## src/rtl/fetch_ctrl_pkg.sv

```systemverilog
// fetch_ctrl_pkg: instruction codes and FSM state shared by the fetch stage
package fetch_ctrl_pkg;
   localparam logic [3:0] IHALT   = 4'h0;
   localparam logic [3:0] INOP    = 4'h1;
   localparam logic [3:0] IRRMOVQ = 4'h2;
   localparam logic [3:0] IIRMOVQ = 4'h3;
   localparam logic [3:0] IRMMOVQ = 4'h4;
   localparam logic [3:0] IMRMOVQ = 4'h5;
   localparam logic [3:0] IOPQ    = 4'h6;
   localparam logic [3:0] IJXX    = 4'h7;
   localparam logic [3:0] ICALL   = 4'h8;
   localparam logic [3:0] IRET    = 4'h9;
   localparam logic [3:0] IPUSHQ  = 4'hA;
   localparam logic [3:0] IPOPQ   = 4'hB;
   localparam logic [3:0] RNONE   = 4'hF;
   typedef enum logic [1:0] {IDLE, FETCH, DONE} state_t;
endpackage

```

## src/rtl/fetch_ctrl_ilen_decode.sv

```systemverilog
// ilen_decode: instruction layout and byte length from icode
module ilen_decode
   import fetch_ctrl_pkg::*;
(
   input  logic [3:0] icode,
   output logic       need_regids,
   output logic       need_valC,
   output logic       instr_valid,
   output logic [3:0] length
);
   assign need_regids = icode inside {IRRMOVQ, IIRMOVQ, IRMMOVQ, IMRMOVQ, IOPQ, IPUSHQ, IPOPQ};
   assign need_valC   = icode inside {IIRMOVQ, IRMMOVQ, IMRMOVQ, IJXX, ICALL};
   assign instr_valid = icode <= IPOPQ;
   assign length      = !instr_valid ? 4'd1 : 4'd1 + (need_regids ? 4'd1 : 4'd0) + (need_valC ? 4'd8 : 4'd0);
endmodule

```

## src/rtl/fetch_ctrl.sv

```systemverilog
// fetch_ctrl: byte-serial instruction fetch FSM with decode and imem range check
module fetch_ctrl
   import fetch_ctrl_pkg::*;
#(
   parameter int IMEM_SIZE = 1024
) (
   input  logic        clk_i,
   input  logic        rst_i,
   input  logic        start_i,
   input  logic [63:0] pc_i,
   output logic        mem_req_o,
   output logic [63:0] mem_addr_o,
   input  logic        mem_ack_i,
   input  logic [7:0]  mem_data_i,
   output logic        out_valid_o,
   input  logic        out_ready_i,
   output logic [3:0]  icode_o,
   output logic [3:0]  ifunc_o,
   output logic [3:0]  rA_o,
   output logic [3:0]  rB_o,
   output logic [63:0] valC_o,
   output logic [63:0] valP_o,
   output logic        instr_valid_o,
   output logic        imem_error_o,
   output logic        busy_o
);
   localparam logic [63:0] LIMIT = 64'(IMEM_SIZE);
   state_t      state;
   logic [63:0] pc;
   logic [3:0]  idx;
   logic [3:0]  dec_icode;
   logic [3:0]  dec_len;
   logic [2:0]  vidx;
   logic [63:0] next_addr;
   logic        dec_regids, dec_valc, dec_valid;
   // byte 0 decodes straight off the bus; later bytes use the captured icode
   assign dec_icode = (idx == 4'd0) ? mem_data_i[7:4] : icode_o;
   assign vidx = idx[2:0] - (dec_regids ? 3'd2 : 3'd1);
   assign next_addr = mem_addr_o + 64'd1;
   assign busy_o = state != IDLE;
   assign out_valid_o = state == DONE;
   ilen_decode u_dec (
      .icode       (dec_icode),
      .need_regids (dec_regids),
      .need_valC   (dec_valc),
      .instr_valid (dec_valid),
      .length      (dec_len)
   );
   always_ff @(posedge clk_i or posedge rst_i) begin
      if (rst_i) begin
         state <= IDLE;
         pc <= '0;
         idx <= '0;
         mem_req_o <= 1'b0;
         mem_addr_o <= '0;
         icode_o <= '0;
         ifunc_o <= '0;
         rA_o <= RNONE;
         rB_o <= RNONE;
         valC_o <= '0;
         valP_o <= '0;
         instr_valid_o <= 1'b1;
         imem_error_o <= 1'b0;
      end else begin
         case (state)
            IDLE: if (start_i) begin
               pc <= pc_i;
               idx <= '0;
               mem_addr_o <= pc_i;
               icode_o <= '0;
               ifunc_o <= '0;
               rA_o <= RNONE;
               rB_o <= RNONE;
               valC_o <= '0;
               valP_o <= '0;
               instr_valid_o <= 1'b1;
               imem_error_o <= pc_i >= LIMIT;
               mem_req_o <= pc_i < LIMIT;
               state <= (pc_i >= LIMIT) ? DONE : FETCH;
            end
            FETCH: if (mem_ack_i) begin
               if (idx == 4'd0) begin
                  icode_o <= mem_data_i[7:4];
                  ifunc_o <= mem_data_i[3:0];
                  instr_valid_o <= dec_valid;
                  valP_o <= pc + 64'(dec_len);
               end else if (idx == 4'd1 && dec_regids) begin
                  rA_o <= mem_data_i[7:4];
                  rB_o <= mem_data_i[3:0];
               end else if (dec_valc) begin
                  valC_o <= valC_o | (64'(mem_data_i) << {vidx, 3'b000});
               end
               // a following byte past the end of imem ends the fetch with an error
               if (idx + 4'd1 == dec_len) begin
                  mem_req_o <= 1'b0;
                  state <= DONE;
               end else if (next_addr >= LIMIT) begin
                  mem_req_o <= 1'b0;
                  imem_error_o <= 1'b1;
                  state <= DONE;
               end else begin
                  idx <= idx + 4'd1;
                  mem_addr_o <= next_addr;
               end
            end
            DONE: if (out_ready_i) state <= IDLE;
            default: state <= IDLE;
         endcase
      end
   end
endmodule

```

## config.mk

```make
export PLATFORM = sky130hd
export DESIGN_NAME = fetch_ctrl
export DESIGN_NICKNAME = d
export VERILOG_FILES = /design/src/rtl/fetch_ctrl_pkg.sv /design/src/rtl/fetch_ctrl_ilen_decode.sv /design/src/rtl/fetch_ctrl.sv
export SDC_FILE = /design/constraint.sdc
export NUM_CORES = 1
export LEC_CHECK = 0
export BUFFER_PORTS_ARGS = -buffer_cell sky130_fd_sc_hd__buf_2
export CORE_MARGIN = 4
export CORE_UTILIZATION = 52
export DETAILED_ROUTE_END_ITERATION = 8
export PLACE_DENSITY = 0.84
export SLEW_MARGIN = 10
export SYNTH_ARGS = -nofsm -noshare
export SYNTH_HDL_FRONTEND = slang
export SYNTH_SLANG_ARGS = --single-unit
```

## constraint.sdc

```tcl
create_clock -name clk_i -period 13 [get_ports clk_i]
set_input_delay 1.95 -clock clk_i [delete_from_list [all_inputs] [get_ports clk_i]]
set_output_delay 1.95 -clock clk_i [all_outputs]
set_load 0.01 [all_outputs]
```

======== Word level (Yosys, flattened, before mapping) ========
Index checks and enable logic that the tools add are counted.
word-level totals
  flip-flop bits (word level) ............. 281
  bits of input ports ..................... 77
  output and inout port bits .............. 213
  logic and storage cells ................. 125
cells by class
  $add $sub $neg .......................... 6
  magnitude comparators ................... 4
  equality and inequality tests ........... 25
  shifts and indexed selects .............. 1
  mux-type cells .......................... 59
  bitwise logic cells ..................... 1
  reduce and logical (&&, ||, !) cells .... 16
operators by type and width
  operator                                                             number
  two-way mux 64 bit                                                   11
  one-hot mux 64 bit (2 select lines)                                  3
  greater-or-equal comparator 64 x 11 -> 1 bit, second input constant  2
  two-way mux 4 bit                                                    17
  adder 64 x 1 -> 64 bit, second input constant                        1
  adder 64 x 4 -> 64 bit                                               1
  < comparator 64 x 11 -> 1 bit, second input constant                 1
  OR 64 bit                                                            1
  << shifter 8 x 6 -> 64 bit                                           1
  one-hot mux 4 bit (2 select lines)                                   5
  inequality test 2 bit, second input constant                         9
  == test 4 x 3 -> 1 bit, second input constant                        4
  AND reduction 5 bit                                                  3
  two-way mux 2 bit                                                    7
  == test 4 bit, second input constant                                 3
  two-way mux 1 bit                                                    12
  AND reduction 4 bit                                                  3
  == test 4 x 2 -> 1 bit, second input constant                        2
  nonzero test 7 bit                                                   1
  one-hot mux 1 bit (2 select lines)                                   3
  one-hot mux 2 bit (3 select lines)                                   1
  AND reduction 6 bit                                                  1
  nonzero test 5 bit                                                   1
  adder 1 x 4 -> 4 bit, first input constant                           1
  other kinds (16)                                                     18

======== Longest topological paths before layout ========
  word-level depth ........................ 13
  gate-level depth with buffers ........... 21
  depth with buffers taken out ............ 19

======== Hierarchy ========
From an unflattened synthesis, not the netlist that was laid out.
second synthesis, totals
  cell total of the unflattened synthesis .. 1,628
  area, all modules ....................... 14,515.2 um^2
by module, submodules not included
  module       times used  cells an instance  area an instance (um^2)  sequential area each (um^2)
  fetch_ctrl   1           1,615              14,432.6                 7,043.0
  ilen_decode  1           13                 82.6                     0.0

======== Worst setup path before layout ========
No wires, ideal clock.
  path kind ............................... input to register
  from .................................... input mem_data_i[6]
  to ...................................... register valP_o[60]
  library setup time ...................... 121 ps
  arrival ................................. 5,595 ps
  required time ........................... 12,879 ps
  slack ................................... 7,284 ps
  cell stages on the path ................. 15
  buffers on the path ..................... 1
  cell sequence ........................... mux2i_1 -> mux2i_1 -> inv_1 -> fa_1 -> and3b_1 -> o21ai_0 -> nor4_2 -> nand2_1 -> or2_2 -> nor2_1 -> and4_1 -> clkbuf_1 -> nand2_1 -> xnor2_1 -> a22o_1
between the ends
  longest elaborated chain between the ends .. 11
  elaborated cells between the ends (all ways) .. 22
  those cells by class .................... 3 x add/sub; 1 x order compare; 9 x eq/ne; 7 x mux; 2 x reduce/logical
RTL lines
  element                                         line                          RTL
  from (decl)                                     fetch_ctrl.sv:14              input logic [7:0] mem_data_i,
  two-way mux 4 bit (*)                           --
  == test 4 x 2 -> 1 bit (tied with other cells)  fetch_ctrl_ilen_decode.sv:11  assign need_regids = icode inside {IRRMOVQ, IIRMOVQ, IRMMOVQ, IMRMOVQ, IOPQ, IPUSHQ, IPOPQ};
  nonzero test 7 bit                              fetch_ctrl_ilen_decode.sv:11
  two-way mux 1 bit                               fetch_ctrl_ilen_decode.sv:14  assign length = !instr_valid ? 4'd1 : 4'd1 + (need_regids ? 4'd1 : 4'd0) + (need_valC ? 4'd8 : 4'd0);
  adder 1 x 4 -> 4 bit                            fetch_ctrl_ilen_decode.sv:14
  adder 4 bit                                     fetch_ctrl_ilen_decode.sv:14
  two-way mux 4 bit (*)                           fetch_ctrl_ilen_decode.sv:14
  adder 64 x 4 -> 64 bit (*)                      fetch_ctrl.sv:86              valP_o <= pc + 64'(dec_len);
  two-way mux 64 bit (*)                          fetch_ctrl.sv:82              if (idx == 4'd0) begin
  two-way mux 64 bit (*)                          fetch_ctrl.sv:81              FETCH: if (mem_ack_i) begin
  one-hot mux 64 bit (2 select lines) (*)         fetch_ctrl.sv:65              case (state)
  to (signal assigned)                            fetch_ctrl.sv:86
  to (decl)                                       fetch_ctrl.sv:22              output logic [63:0] valP_o,
Mark *: on every way between the ends. The rest lies on a longest branch, timed or not. The select of a mux whose other input is x is not followed.
A chain may end at the register's enable or synchronous reset.

======== Worst setup path after layout ========
Ends and elaborated chain as after synthesis.

==> flow_metrics.env <==
export IMPL_maxCapViolCount=0
export IMPL_drt_wl_total_um=48890
export IMPL_antenna_left=0
export IMPL_synth_cell_types=75
export IMPL_critPathKind="input port to flip-flop"
export IMPL_ys_flop_type="dfrtp_1"
export IMPL_netlist_instances=1613
export IMPL_vias_per_cell=6.114
export IMPL_path_buf_inv=3
export IMPL_grt_pass1_wl_um=75690
export IMPL_syn_area_um2=14490
export IMPL_multi_input_area_um2=6950
export IMPL_die_x_um=174.9
export IMPL_grt_max_degree=127
export IMPL_setup_viol=0
export IMPL_p_per_area_nw_per_um2=142.4
export IMPL_fmax_mhz=164.0
export IMPL_max_stage_delay_ns=0.68
export IMPL_syn_avg_cell_area_um2=8.982
export IMPL_ys_seq_area_share_pct=48.61
export IMPL_fillers=2297
export IMPL_wl_per_cell_um=21.74
export IMPL_synth_warnings=0
export IMPL_overflow=0
export IMPL_path_delay_family="simple AND/OR/NAND/NOR gates"
export IMPL_worst_slew_pin_slew_ns=1.369
export IMPL_drive_gt1_share_pct=21.12
export IMPL_synth_edf_count=0
export IMPL_total_power_mw=2.428
export IMPL_die_area_um2=30600
export IMPL_register_area_um2=7043
export IMPL_slew_headroom_pct=8.419
export IMPL_dp_hpwl_um=36280
export IMPL_fin_crit_sh_pct=46.91
export IMPL_period_minus_slack_ns=6.098
export IMPL_slew_viol_final=0
export IMPL_h_tree_depth=1
export IMPL_cp_data_required_time_ns=13.43
export IMPL_cts_tree="yes"
export IMPL_endpoint_kind="flip-flop"
export IMPL_grt_pass1_vias=12980
export IMPL_synth_nets=1700
export IMPL_die_y_um=174.9
export IMPL_hold_viol_final=0
export IMPL_drc_errors=0
export IMPL_status="completed"
export IMPL_vias=13750
export IMPL_num_rows=60
export IMPL_fin_worst_skew_ns=0.01292
export IMPL_synth_top_area_share_pct=46.98
export IMPL_clock_root_buffer="clkbuf_16"
export IMPL_place_gp_congestion=0.9702
export IMPL_nNetsFinal=1943
export IMPL_cts_max_path_buffers=3
export IMPL_drt_iter0_drc=1502
export IMPL_synthArstFlopShare_pct=100.0
export IMPL_start_util_pct=53.31
export IMPL_syn2layout_area_growth_pct=17.67
export IMPL_cts_inserted_buffers=29
export IMPL_path_max_fanout=12
export IMPL_clk_latency_ns=0.55
export IMPL_path_clk_slew_ns=0.06
export IMPL_core_area_um2=27180
export IMPL_antenna_found_initial=7
export IMPL_cts_resized=0
export IMPL_synth_seq_cells=281
export IMPL_cp_arrival_ns=6.53
export IMPL_leakagePower_nw=8.124
export IMPL_post_cts_buffers=0
export IMPL_crit_slowest_cell="nor4_2"
export IMPL_rsz0062_at_grt="false"
export IMPL_critPathLaunchType="input port"
export IMPL_ios=290
export IMPL_finalSetupTns_ns=0
export IMPL_firstDrtPassIters=6
export IMPL_min_path_type="flip-flop to flip-flop"
export IMPL_yosysTopAreaCell="dfrtp_1"
export IMPL_path_cells="buf_2 > mux2i_1 > mux2i_1 > inv_1 > fa_1 > and3b_1 > o21ai_0 > buf_4 > nor4_2 > nand2_1 > or2_2 > nor2_1 > and4_1 > nand2_1 > xnor2_1 > a22o_1"
export IMPL_synthTopCellsByArea="dfrtp_1 47%, nand2_1 7.0%, nor2_1 4.7%"
export IMPL_grt_util_all_layers_pct=30.95
export IMPL_io_buffers=289
export IMPL_hold_buffers=0
export IMPL_cts_sinks=281
export IMPL_vdd_drop_max_uv=105.5
-- flip-flops by register name (all words and copies together), names as in the netlist --
name           count
pc                64
mem_req_o          1
ifunc_o            4
imem_error_o       1
mem_addr_o        64
rA_o               4
valC_o            64
idx                4
icode_o            4
state              2
rB_o               4
valP_o            64
instr_valid_o      1
-- cell usage after synthesis, types with 11 or more instances --
master and count:
nand3_1 50, a22o_1 29, a21o_1 37, dfrtp_1 272
a211oi_2 11, nor3_1 40, nand2_1 270, or3_1 11
o21ai_0 82, a211o_1 15, mux2i_1 11, xnor2_1 55
nand4_1 51, a21oi_1 92, buf_2 18, nor4_1 35
clkbuf_1 67, o21ai_1 30, and3_1 17, inv_1 41
xor2_1 52, nor2_1 181, and4_1 14
-- routing by layer --
layer / routed length [um] / global-route usage (%) / share of wire [%]
met1: 18950 / 41.08 / 39
met3: 5385 / 8.481 / 11
met2: 22640 / 49.76 / 46
met5: 69 / 0 / 0.14
met4: 1844 / 9.951 / 3.8
-- power by group --
group          leakage, nW  internal, mW  switching, mW
clock                0.440         0.438          0.345
sequential            3.66         0.977          0.178
combinational         4.02         0.191          0.299
total                 8.12          1.61          0.822
-- path summary, 6_finish.rpt --
kind	start	end	slack [ns]	depth (start not counted)
worst max-delay path	mem_data_i[6]	valP_o[60]$_DFFE_PP0P_	6.90	16
worst min-delay path	valP_o[53]$_DFFE_PP0P_	valP_o[53]$_DFFE_PP0P_	0.47	2
worst max register to register	idx[0]$_DFFE_PP0P_	valP_o[60]$_DFFE_PP0P_	7.26	19
worst min register to register	valP_o[53]$_DFFE_PP0P_	valP_o[53]$_DFFE_PP0P_	0.47	2
max in group asynchronous	rst_i	valP_o[21]$_DFFE_PP0P_	8.97	4
min in group asynchronous	rst_i	mem_addr_o[51]$_DFFE_PP0P_	1.58	2
-- placed cells by master, fill, tap and decap left out, types with 9 or more instances in the layout --
cell       netlist  final
buf_2           18    289
dfrtp_1        272    272
nand2_1        270    269
nor2_1         181    180
a21oi_1         92     92
o21ai_0         82     82
xnor2_1         55     55
xor2_1          52     52
nand4_1         51     51
nand3_1         50     50
inv_1           41     40
nor3_1          40     40
a21o_1          37     37
nor4_1          35     35
a22o_1          29     29
o21ai_1         30     29
clkbuf_16        0     29
and3_1          17     17
a211o_1         15     15
and4_1          14     14
buf_4            2     12
or3_1           11     11
mux2i_1         11     11
a211oi_2        11     11
o31ai_1          9      9
or4_1            9      9
dfstp_2          9      9
-- layout make-up --
| cell class | count | share of cell area, % |
|---|---|---|
| diodes | 2 | 0.02936 |
| well taps | 372 | 2.730 |
| inverters | 41 | 0.9468 |
| multi-input cells | 1202 | 40.77 |
| clock buffers | 39 | 4.771 |
| flip-flops and latches | 281 | 41.31 |
| clock inverters | 11 | 0.4257 |
| repair buffers | 301 | 9.013 |
-- metrics by stage --
stage	util [%]	instance area (um^2)	hold slack, ns	std cells	worst slack (ns)
finish	62.73	17050	0.4732	2249	6.902
floorplan	-	14490	0.4523	1613	3.314
global route	62.72	17050	0.5038	2248	6.433
CTS	62.71	17040	0.4783	2247	6.911
global placement	59.45	16160	0.4561	2197	6.523
detailed placement	59.45	16160	0.4650	2197	6.405
-- kinds of logic (layout without fill, tap and decap cells) --
kind of cell               Yosys count  count (layout)  share of synthesized area (%)
AOI/OAI and AO/OA                  352             352                          15.93
xor gates and xnor gates           107             107                          6.469
adders and majority gates           10              10                         0.9673
buffers and inverters              130             392                          3.575
DFF                                281             281                          48.61
muxes                               13              13                         0.9155
other                                0               2                              0
and+or+nand+nor                    720             720                          23.53
-- worst reg2reg max path, stage by stage (launching register included) --
cell and delay [ns]:
dfrtp_1 0.46, inv_1 0.13, ha_1 0.18, nor3b_1 0.19
buf_4 0.22, mux2i_1 0.42, mux2i_1 0.51, inv_1 0.16
fa_1 0.47, and3b_1 0.29, o21ai_0 0.09, buf_4 0.17
nor4_2 0.68, nand2_1 0.20, or2_2 0.39, nor2_1 0.25
and4_1 0.36, nand2_1 0.11, xnor2_1 0.14, a22o_1 0.18
No activity file was read; power rests on OpenSTA's default activity.
